===== config.mk =====
export PLATFORM = sky130hd
export DESIGN_NAME = ahb_input_stage_dma_flat
export DESIGN_NICKNAME = d
export VERILOG_FILES = /design/src/rtl/ahb_input_stage_dma_pkg.sv /design/src/rtl/ahb_input_stage_dma_if.sv /design/src/rtl/ahb_hold_reg.sv /design/src/rtl/ahb_input_stage_dma.sv /design/src/flat_wrapper.sv
export SDC_FILE = /design/constraint.sdc
export NUM_CORES = 1
export LEC_CHECK = 0
export ABC_AREA = 0
export CAP_MARGIN = 5
export CORE_ASPECT_RATIO = 0.75
export CORE_MARGIN = 2
export CORE_UTILIZATION = 39
export DETAILED_ROUTE_END_ITERATION = 6
export PLACE_DENSITY = 0.84
export SLEW_MARGIN = 10
export SYNTH_ARGS = -nofsm -noshare
export SYNTH_HDL_FRONTEND = slang
export SYNTH_SLANG_ARGS = --single-unit

===== constraint.sdc =====
create_clock -name HCLK -period 1.4 [get_ports HCLK]
set_input_delay 0.21 -clock HCLK [delete_from_list [all_inputs] [get_ports HCLK]]
set_output_delay 0.21 -clock HCLK [all_outputs]
set_load 0.02 [all_outputs]

===== src/rtl/ahb_input_stage_dma_pkg.sv =====
// Shared bus-matrix constants and types: HTRANS/HBURST/HRESP encodings and
// the bundle of address-phase controls captured by the input stage.
package ahb_input_stage_dma_pkg;

    localparam logic [1:0] HtransIdle   = 2'b00;
    localparam logic [1:0] HtransBusy   = 2'b01;
    localparam logic [1:0] HtransNonseq = 2'b10;
    localparam logic [1:0] HtransSeq    = 2'b11;

    localparam logic [2:0] HburstSingle = 3'b000;
    localparam logic [2:0] HburstIncr   = 3'b001;
    localparam logic [2:0] HburstWrap4  = 3'b010;
    localparam logic [2:0] HburstIncr4  = 3'b011;
    localparam logic [2:0] HburstWrap8  = 3'b100;
    localparam logic [2:0] HburstIncr8  = 3'b101;
    localparam logic [2:0] HburstWrap16 = 3'b110;
    localparam logic [2:0] HburstIncr16 = 3'b111;

    localparam logic HrespOkay  = 1'b0;
    localparam logic HrespError = 1'b1;

    // Address-phase controls other than the address itself
    typedef struct packed {
        logic [1:0] trans;
        logic       write;
        logic [2:0] size;
        logic [2:0] burst;
        logic [3:0] prot;
        logic       lock;
    } ahb_ctrl_t;

endpackage


===== src/rtl/ahb_input_stage_dma_if.sv =====
// Bus bundle of one matrix input stage: master-side address phase, arbiter
// grant/response from the output side, and the muxed request toward the decoder.
interface ahb_input_stage_dma_if #(
    parameter int unsigned ADDR_WIDTH = 32
);
    logic                  HSELS;
    logic [ADDR_WIDTH-1:0] HADDRS;
    logic [1:0]            HTRANSS;
    logic                  HWRITES;
    logic [2:0]            HSIZES;
    logic [2:0]            HBURSTS;
    logic [3:0]            HPROTS;
    logic                  HMASTLOCKS;
    logic                  HREADYS;
    logic                  active_trans;
    logic                  HREADYM;
    logic                  HRESPM;

    logic                  sel_trans;
    logic [ADDR_WIDTH-1:0] HADDRI;
    logic [1:0]            HTRANSI;
    logic                  HWRITEI;
    logic [2:0]            HSIZEI;
    logic [2:0]            HBURSTI;
    logic [3:0]            HPROTI;
    logic                  HMASTLOCKI;
    logic                  HREADYOUTS;
    logic                  HRESPS;

    // Input stage view
    modport slave (
        input  HSELS, HADDRS, HTRANSS, HWRITES, HSIZES, HBURSTS, HPROTS, HMASTLOCKS,
        input  HREADYS, active_trans, HREADYM, HRESPM,
        output sel_trans, HADDRI, HTRANSI, HWRITEI, HSIZEI, HBURSTI, HPROTI, HMASTLOCKI,
        output HREADYOUTS, HRESPS
    );

    // Environment view (master plus output-stage side)
    modport master (
        output HSELS, HADDRS, HTRANSS, HWRITES, HSIZES, HBURSTS, HPROTS, HMASTLOCKS,
        output HREADYS, active_trans, HREADYM, HRESPM,
        input  sel_trans, HADDRI, HTRANSI, HWRITEI, HSIZEI, HBURSTI, HPROTI, HMASTLOCKI,
        input  HREADYOUTS, HRESPS
    );
endinterface


===== src/rtl/ahb_hold_reg.sv =====
// Capture register for a stalled address phase plus the held/live output mux.
module ahb_hold_reg
    import ahb_input_stage_dma_pkg::*;
#(
    parameter int unsigned ADDR_WIDTH = 32
) (
    input  logic                  clk,
    input  logic                  rst,
    input  logic                  capture,
    input  logic                  pend,
    input  logic                  sel,
    input  logic [ADDR_WIDTH-1:0] addr_live,
    input  ahb_ctrl_t             ctrl_live,
    output logic [ADDR_WIDTH-1:0] addr_out,
    output ahb_ctrl_t             ctrl_out
);

    logic [ADDR_WIDTH-1:0] addr_q;
    ahb_ctrl_t             ctrl_q;

    // Latch the address phase the arbiter could not take this cycle
    always_ff @(posedge clk or posedge rst) begin
        if (rst) begin
            addr_q <= '0;
            ctrl_q <= '0;
        end else if (capture) begin
            addr_q <= addr_live;
            ctrl_q <= ctrl_live;
        end
    end

    // Held transfer is replayed verbatim; live one is masked to IDLE when unselected
    always_comb begin
        addr_out = addr_live;
        ctrl_out = ctrl_live;
        if (pend) begin
            addr_out = addr_q;
            ctrl_out = ctrl_q;
        end else if (!sel) begin
            ctrl_out.trans = HtransIdle;
        end
    end

endmodule


===== src/rtl/ahb_input_stage_dma.sv =====
// Per-master input stage of the DMA bus matrix: holds address phases the
// output arbiter cannot accept, stalls the master meanwhile and returns the
// data-phase response of whichever output port owns this master's transfer.
module ahb_input_stage_dma
    import ahb_input_stage_dma_pkg::*;
#(
    parameter int unsigned ADDR_WIDTH = 32
) (
    input logic                  HCLK,
    input logic                  HRESET,
    ahb_input_stage_dma_if.slave bus
);

    logic      new_trans;
    logic      grant;
    logic      capture;
    logic      pend_q, pend_d;
    logic      dip_q, dip_d;
    ahb_ctrl_t ctrl_live;
    ahb_ctrl_t ctrl_out;

    assign new_trans = bus.HSELS & bus.HREADYS & bus.HTRANSS[1];
    assign grant     = bus.active_trans & bus.HREADYM;
    // While pend is set the master is stalled, so new_trans cannot overlap it
    assign capture   = new_trans & ~grant;

    // Bundle live controls for the hold register
    always_comb begin
        ctrl_live       = '0;
        ctrl_live.trans = bus.HTRANSS;
        ctrl_live.write = bus.HWRITES;
        ctrl_live.size  = bus.HSIZES;
        ctrl_live.burst = bus.HBURSTS;
        ctrl_live.prot  = bus.HPROTS;
        ctrl_live.lock  = bus.HMASTLOCKS;
    end

    ahb_hold_reg #(
        .ADDR_WIDTH (ADDR_WIDTH)
    ) u_hold_reg (
        .clk       (HCLK),
        .rst       (HRESET),
        .capture   (capture),
        .pend      (pend_q),
        .sel       (bus.HSELS),
        .addr_live (bus.HADDRS),
        .ctrl_live (ctrl_live),
        .addr_out  (bus.HADDRI),
        .ctrl_out  (ctrl_out)
    );

    assign bus.HTRANSI    = ctrl_out.trans;
    assign bus.HWRITEI    = ctrl_out.write;
    assign bus.HSIZEI     = ctrl_out.size;
    assign bus.HBURSTI    = ctrl_out.burst;
    assign bus.HPROTI     = ctrl_out.prot;
    assign bus.HMASTLOCKI = ctrl_out.lock;

    // Pending-request and data-in-progress flags
    always_ff @(posedge HCLK or posedge HRESET) begin
        if (HRESET) begin
            pend_q <= 1'b0;
            dip_q  <= 1'b0;
        end else begin
            pend_q <= pend_d;
            dip_q  <= dip_d;
        end
    end

    // Next state: pend tracks an ungranted request, dip tracks output-side data ownership
    always_comb begin
        pend_d = pend_q;
        dip_d  = dip_q;
        if (capture) begin
            pend_d = 1'b1;
        end else if (grant) begin
            pend_d = 1'b0;
        end
        if ((pend_q | new_trans) & grant) begin
            dip_d = 1'b1;
        end else if (bus.HREADYM) begin
            dip_d = 1'b0;
        end
    end

    // Master-side handshake and request toward the arbiters
    always_comb begin
        bus.sel_trans  = pend_q | new_trans;
        bus.HREADYOUTS = 1'b1;
        bus.HRESPS     = HrespOkay;
        if (dip_q) begin
            bus.HREADYOUTS = bus.HREADYM;
            bus.HRESPS     = bus.HRESPM;
        end else if (pend_q) begin
            bus.HREADYOUTS = 1'b0;
        end
    end

endmodule


===== src/flat_wrapper.sv =====
// flat-port wrapper written by rule: the top's interface ports become plain ports
module ahb_input_stage_dma_flat import ahb_input_stage_dma_pkg::*;
#(
    parameter int unsigned ADDR_WIDTH = 32
)
  (HCLK, HRESET, bus_HSELS, bus_HADDRS, bus_HTRANSS, bus_HWRITES, bus_HSIZES, bus_HBURSTS, bus_HPROTS, bus_HMASTLOCKS, bus_HREADYS, bus_active_trans, bus_HREADYM, bus_HRESPM, bus_sel_trans, bus_HADDRI, bus_HTRANSI, bus_HWRITEI, bus_HSIZEI, bus_HBURSTI, bus_HPROTI, bus_HMASTLOCKI, bus_HREADYOUTS, bus_HRESPS);
  ahb_input_stage_dma_if #(.ADDR_WIDTH(ADDR_WIDTH)) bus_i ();
  input logic HCLK;
  input logic HRESET;
  input wire logic [$bits(bus_i.HSELS)-1:0] bus_HSELS;
  input wire logic [$bits(bus_i.HADDRS)-1:0] bus_HADDRS;
  input wire logic [$bits(bus_i.HTRANSS)-1:0] bus_HTRANSS;
  input wire logic [$bits(bus_i.HWRITES)-1:0] bus_HWRITES;
  input wire logic [$bits(bus_i.HSIZES)-1:0] bus_HSIZES;
  input wire logic [$bits(bus_i.HBURSTS)-1:0] bus_HBURSTS;
  input wire logic [$bits(bus_i.HPROTS)-1:0] bus_HPROTS;
  input wire logic [$bits(bus_i.HMASTLOCKS)-1:0] bus_HMASTLOCKS;
  input wire logic [$bits(bus_i.HREADYS)-1:0] bus_HREADYS;
  input wire logic [$bits(bus_i.active_trans)-1:0] bus_active_trans;
  input wire logic [$bits(bus_i.HREADYM)-1:0] bus_HREADYM;
  input wire logic [$bits(bus_i.HRESPM)-1:0] bus_HRESPM;
  output wire logic [$bits(bus_i.sel_trans)-1:0] bus_sel_trans;
  output wire logic [$bits(bus_i.HADDRI)-1:0] bus_HADDRI;
  output wire logic [$bits(bus_i.HTRANSI)-1:0] bus_HTRANSI;
  output wire logic [$bits(bus_i.HWRITEI)-1:0] bus_HWRITEI;
  output wire logic [$bits(bus_i.HSIZEI)-1:0] bus_HSIZEI;
  output wire logic [$bits(bus_i.HBURSTI)-1:0] bus_HBURSTI;
  output wire logic [$bits(bus_i.HPROTI)-1:0] bus_HPROTI;
  output wire logic [$bits(bus_i.HMASTLOCKI)-1:0] bus_HMASTLOCKI;
  output wire logic [$bits(bus_i.HREADYOUTS)-1:0] bus_HREADYOUTS;
  output wire logic [$bits(bus_i.HRESPS)-1:0] bus_HRESPS;
  assign bus_i.HSELS = bus_HSELS;
  assign bus_i.HADDRS = bus_HADDRS;
  assign bus_i.HTRANSS = bus_HTRANSS;
  assign bus_i.HWRITES = bus_HWRITES;
  assign bus_i.HSIZES = bus_HSIZES;
  assign bus_i.HBURSTS = bus_HBURSTS;
  assign bus_i.HPROTS = bus_HPROTS;
  assign bus_i.HMASTLOCKS = bus_HMASTLOCKS;
  assign bus_i.HREADYS = bus_HREADYS;
  assign bus_i.active_trans = bus_active_trans;
  assign bus_i.HREADYM = bus_HREADYM;
  assign bus_i.HRESPM = bus_HRESPM;
  assign bus_sel_trans = bus_i.sel_trans;
  assign bus_HADDRI = bus_i.HADDRI;
  assign bus_HTRANSI = bus_i.HTRANSI;
  assign bus_HWRITEI = bus_i.HWRITEI;
  assign bus_HSIZEI = bus_i.HSIZEI;
  assign bus_HBURSTI = bus_i.HBURSTI;
  assign bus_HPROTI = bus_i.HPROTI;
  assign bus_HMASTLOCKI = bus_i.HMASTLOCKI;
  assign bus_HREADYOUTS = bus_i.HREADYOUTS;
  assign bus_HRESPS = bus_i.HRESPS;
  ahb_input_stage_dma #(.ADDR_WIDTH(ADDR_WIDTH)) u_core (.HCLK(HCLK), .HRESET(HRESET), .bus(bus_i));
endmodule

==> results.yml, run 1 <==
yosys:
  syn_area_per_cell_um2: 15.3
  synth_top_family_by_area: "multiplexers"
  synthArstFlopShare_pct: 100
  synthesis.area_mm2: 0.00253
  synth_mux_area_share_pct: 45.5
  synth_compound_area_share_pct: 1.29
  synth_edf_count: 0
  synth_fa_ha_area_share_pct: 0
  yosysTopAreaCellShare_pct: 47.5
  syn_inst: 165
  synth-main-ff-cell: "dfrtp_1"
  synth_nets: 218
  synth_cell_types: 16
  yosys-top-cells-count: "50 x mux2_2, 48 x dfrtp_1, 39 x mux2_4"
  synth-xor-area-share_pct: 0
  yosysSeqAreaShare_pct: 47.5
  synth.most_common_cell: "mux2_2"
  synthSimpleGateAreaFrac_pct: 2.33
  yosys.area.top_type: "dfrtp_1"
  yosys_register_bits: 48
  yosysWarnings: 0
  synth_area_leaders: "dfrtp_1 48%, mux2_4 23%, mux2_2 22%, buf_6 1.8%, buf_2 0.99%"
critical_path:
  start_kind: "register"
  cp-end-kind: "output port"
  cp.arrival_ps: 1440
  worst-setup-path-type: "reg -> out"
  critPathMaxFanout: 24
  cp_data_required_time_ps: 1190
  rrSetupSlack_ps: 190
timing:
  max_slew_margin_pct: 82.6
  finalSetupViolCount: 48
  rsz0062_at_grt: "yes"
  setup_slack_ps: -250
  hold_slack_ps: 192
  finalCriticalPeriod_ps: 1650
  hold_viol_final: 0
  skew_ps: 9.42
  worst_slew_pin_slew_ps: 260
  timing.fmax_mhz: 606
  finalCritPeriodShare_pct: 118
  drv_slew: 0
final_layout:
  postLayoutCellArea_mm2: 0.00379
  antennaDiodeCount: 0
  drive_gt1_share_pct: 61.6
  layout.nets: 346
  final_util_pct: 60.2
  area_growth_pct: 49.9
cts:
  cts_buffers: 5
  clk_pin_slew_ps: 90
  cts_max_path_buffers: 2
  root_buffer: "clkbuf_8"
  cts.sinks: 48
  h-tree-depth: 2
  cts_tree: "done"
  insertion_delay_ps: 300
  ctsHoldBuffers: 0
pwr:
  p_leak_nw: 1.85
  pwr-share-seq_pct: 41.7
  vdd_ir_drop_max_v: 0.000479
  power.internal_mw: 3.12
  powerDensity_mw_per_mm2: 1160
  swShare_pct: 28.9
  p_clk_share_pct: 22.6
  p_sw_mw: 1.27
  finalPower_mw: 4.39
  combinationalPowerShare_pct: 35.7
grt:
  grt_pass1_wl_um: 9490
  overflow: 0
  track_usage_pct: 16.7
  grt_max_degree: 49
  first_global_vias: 1859
  antenna_found_initial: 0
route:
  num_vias: 1756
  vias_per_cell: 4.68
  firstDrtPassIters: 4
  drtAntennaViolNets: 0
  wl_um: 5740
  post_drt_wl_per_cell_um: 15.3
  drt_iter0_drc: 35
  drc: 0
place:
  place_area_mm2: 0.00383
  portBuffers: 101
  gp_congestion: 0.716
  pre_cts_ws_ps: -415
  hpwl_um: 4010
floorplanning:
  die_w_um: 96.9
  die_y_um: 73.7
  num_io_pins: 102
  start_util_pct: 40.2
  fp.coreArea_mm2: 0.00629
  core.rowCount: 25
  die_area_mm2: 0.00714
outcome:
  violations: "negative setup slack"
  status: "finished, violations left"
hold_path:
  hp-class: "in -> reg"
flow_run:
  cap_violations: 0
[what timing repair did]
action	4_1_cts	5_1_grt
setup endpoints to repair	49	59
resized for setup	202	13
buffers inserted	1	1
cloned	0	1
[final cells by class]
| type | instances | area [um2] |
|---|---|---|
| Clock buffer | 5 | 68.8 |
| Clock inverter | 3 | 42.5 |
| Fill cell | 526 | 2500 |
| Inverter | 3 | 11.3 |
| Multi-Input combinational cell | 104 | 1260 |
| Sequential cell | 48 | 1200 |
| Tap cell | 81 | 101 |
| Timing Repair Buffer | 131 | 1100 |
[power by group through the flow]
| stage | sequential, mW | clock [mW] | combinational, mW |
|---|---|---|---|
| 2_1_floorplan | 1.79 | 0 | 1.04 |
| 3_3_place_gp | 1.84 | 0 | 1.71 |
| 3_5_place_dp | 1.85 | 0 | 1.74 |
| 4_1_cts | 1.83 | 1.03 | 1.56 |
| 5_1_grt | 1.87 | 1.09 | 1.68 |
| 6_report | 1.83 | 0.993 | 1.57 |
[worst max-delay path: stages, from the launching register on]
cell     delay, ps
dfrtp_2        420
buf_12         180
mux2_2         360
buf_2          160
[flip-flops by register name, summed over array words and instances, names as in the netlist]
signal	flops
u_core.pend_q	1
u_core.u_hold_reg.ctrl_q	14
u_core.u_hold_reg.addr_q	32
u_core.dip_q	1
[logic make-up after synthesis]
kind of cell	count (synthesis)
mux	89
simple gates	9
buf+inv	13
flops	48
compound gates	6
[worst paths after layout]
check | startpoint | to | depth (start not counted)
min in group asynchronous | HRESET | u_core.u_hold_reg.addr_q[24] | 3
worst min register to register | u_core.u_hold_reg.ctrl_q[13] | u_core.u_hold_reg.ctrl_q[13] | 1
max in group asynchronous | HRESET | u_core.pend_q | 3
worst max-delay path | u_core.pend_q | bus_HADDRI[14] | 3
worst max register to register | u_core.pend_q | u_core.dip_q | 5
worst min-delay path | bus_HREADYM | u_core.pend_q | 2
[routing by layer]
metal | vias up | wire, um | GRT usage, %
li1 | 844 | - | -
met1 | 846 | 2710 | 23.0
met2 | 62 | 2700 | 26.6
met3 | 4 | 302 | 4.00
met4 | 0 | 32 | 4.69
met5 | - | 0 | 0
[metrics by stage]
step / instances / setup TNS (ps)
global placement: 364 / -25360
finish: 375 / -10420
floorplan: 165 / 0
detailed placement: 364 / -26000
global route: 375 / -13070
CTS: 373 / -11330
[placed cells by master, fill, tap and decap left out]
cell type and n:
bufinv_16 1, dfrtp_2 1, nand2_1 5, clkbuf_16 1
o22ai_1 1, buf_2 41, a31oi_4 1, clkbuf_8 5
nand4_4 1, inv_2 1, o21ai_1 2, a21oi_1 1
dfrtp_1 47, nand2b_1 1, and2_1 1, clkdlybuf4s50_1 48
buf_6 1, mux2_4 40, clkinvlp_4 1, buf_12 5
inv_1 2, o21ai_0 1, clkbuf_2 1, clkinv_2 1
nand2_2 1, buf_4 30, dlymetal6s2s_1 4, mux2_2 49
Power figures use the tool's default switching activity.
==> inputs of run 2 (changes only) <==
--- a/config.mk
+++ b/config.mk
@@ -6,12 +6,12 @@
 export NUM_CORES = 1
 export LEC_CHECK = 0
 export ABC_AREA = 0
-export CAP_MARGIN = 5
+export CAP_MARGIN = 20
 export CORE_ASPECT_RATIO = 0.75
 export CORE_MARGIN = 2
-export CORE_UTILIZATION = 39
+export CORE_UTILIZATION = 45
 export DETAILED_ROUTE_END_ITERATION = 6
-export PLACE_DENSITY = 0.84
+export PLACE_DENSITY = 0.91
 export SLEW_MARGIN = 10
 export SYNTH_ARGS = -nofsm -noshare
 export SYNTH_HDL_FRONTEND = slang
==> constraint.sdc (replaced) <==
create_clock -name HCLK -period 1.95 [get_ports HCLK]
set_input_delay 0.2925 -clock HCLK [delete_from_list [all_inputs] [get_ports HCLK]]
set_output_delay 0.2925 -clock HCLK [all_outputs]
set_load 0.02 [all_outputs]
==> results.yml, run 2 (same netlist as run 1, synthesis figures left out) <==
route:
  drtAntennaViolNets: 0
  drt_iter0_drc: 23
  wl_um: 5740
  firstDrtPassIters: 4
  vias_per_cell: 4.97
  drc: 0
  num_vias: 1733
  post_drt_wl_per_cell_um: 16.4
place:
  portBuffers: 101
  gp_congestion: 0.687
  place_area_mm2: 0.00369
  dp.cells: 340
  pre_cts_ws_ps: -117
  hpwl_um: 4040
final_layout:
  layoutNonFillerInstCount: 349
  register_area_mm2: 0.00120
  biggestRegsByFlops: "u_core.u_hold_reg.addr_q (32), u_core.u_hold_reg.ctrl_q (14)"
  layout.nets: 326
  largest_register_ff_count: 32
  regMostFlops: "u_core.u_hold_reg.addr_q"
  multiInputGateArea_mm2: 0.00124
  postLayoutCellArea_mm2: 0.00377
  antennaDiodeCount: 0
  fillers: 400
  drive_gt1_share_pct: 40.9
  final_cell_mix: "53 x clkdlybuf4s50_1, 50 x mux2_2, 47 x dfrtp_1"
  layout_commonest_cell: "clkdlybuf4s50_1"
  area_growth_pct: 49.2
grt:
  first_global_vias: 1796
  antenna_found_initial: 0
  grt_pass1_wl_um: 8810
  overflow: 0
  grt_max_degree: 33
  track_usage_pct: 18.7
hold_path:
  hp-class: "in -> async"
timing:
  tns_ps: 0
  hold_viol_final: 0
  finalCriticalPeriod_ps: 1890
  skew_ps: 0.0616
  finalSetupViolCount: 0
  setup_slack_ps: 60.6
  max_slew_margin_pct: 70.6
  hold_slack_ps: 313
  rsz0062_at_grt: "yes"
  finalCritPeriodShare_pct: 96.9
  drv_slew: 0
  worst_slew_pin_slew_ps: 441
  timing.fmax_mhz: 529
critical_path:
  cp.arrival_ps: 1600
  worst-setup-path-type: "reg -> out"
  cp-end-kind: "output port"
  start_kind: "register"
  critPathMaxFanout: 16
  cp_data_required_time_ps: 1660
floorplanning:
  fp.coreArea_mm2: 0.00538
  die_y_um: 68.9
  num_io_pins: 102
  start_util_pct: 46.9
  die_area_mm2: 0.00624
  die_w_um: 90.5
  core.rowCount: 23
outcome:
  status: "finished clean"
pwr:
  vdd_ir_drop_max_v: 0.000514
  p_sw_mw: 0.891
  p_clk_share_pct: 18.6
  powerDensity_mw_per_mm2: 802
  power.internal_mw: 2.13
  combinationalPowerShare_pct: 37.8
  swShare_pct: 29.5
  p_leak_nw: 1.72
  pwr-share-seq_pct: 43.6
cts:
  insertion_delay_ps: 300
  h-tree-depth: 2
  cts_tree: "done"
  cts.sinks: 48
  root_buffer: "clkbuf_8"
  cts_max_path_buffers: 2
  ctsHoldBuffers: 0
  cts_buffers: 5
  clk_pin_slew_ps: 80
flow_run:
  cap_violations: 0
==> run 2: final cells by class <==
type / count / area share (%)
Clock buffer: 7 / 2.03
Timing Repair Buffer: 111 / 30.2
Inverter: 3 / 0.299
Tap cell: 75 / 2.49
Sequential cell: 48 / 31.9
Multi-Input combinational cell: 104 / 32.9
Clock inverter: 1 / 0.133
==> run 2: timing repair <==
| item | in CTS | in global routing |
|---|---|---|
| resized for setup | 48 | 42 |
| gates cloned | 0 | 1 |
| setup buffers | 0 | 0 |
| endpoints found under the hold margin | 0 | 0 |
| setup endpoints to repair | 48 | 25 |
==> run 2: power by group through the flow <==
stage | sequential, mW | combinational [mW] | clock, mW
final | 1.32 | 1.14 | 0.561
after global placement | 1.31 | 1.20 | 0
after detailed placement | 1.33 | 1.22 | 0
after global routing | 1.34 | 1.22 | 0.614
after CTS | 1.31 | 1.12 | 0.584
after floorplan | 1.29 | 0.748 | 0
==> run 2: worst max-delay path, stage by stage, from the launching register on <==
cell	delay, ps
dfrtp_2	450
buf_12	180
mux2_2	340
dlygate4sd2_1	320
==> run 2: metal layers <==
metal	vias up	part of all wire, %	track usage [%]
met1	851	45	23.7
met4	0	1.4	8.08
met5	-	0	0
li1	803	-	-
met3	8	7.8	6.85
met2	71	46	29.5
==> run 2: through the flow <==
| step | total power, mW | util, % |
|---|---|---|
| 6_report | 3.02 | 70.0 |
| 5_1_grt | 3.17 | 70.0 |
| 4_1_cts | 3.02 | 68.9 |
| 3_5_place_dp | 2.55 | 68.5 |
| 3_3_place_gp | 2.51 | 68.5 |
| 2_1_floorplan | 2.04 | - |
==> run 2: path summary, 6_finish.rpt <==
check	from	endpoint	slack [ps]	cells after the start
max	u_core.pend_q	bus_HADDRI[3]	60	3
min	HRESET	u_core.u_hold_reg.addr_q[31]	310	2
max reg2reg	u_core.pend_q	u_core.dip_q	750	4
min reg2reg	u_core.u_hold_reg.ctrl_q[13]	u_core.u_hold_reg.ctrl_q[13]	490	1
max in group asynchronous	HRESET	u_core.u_hold_reg.addr_q[3]	1160	3
min in group HCLK	u_core.u_hold_reg.ctrl_q[13]	u_core.u_hold_reg.ctrl_q[13]	490	1
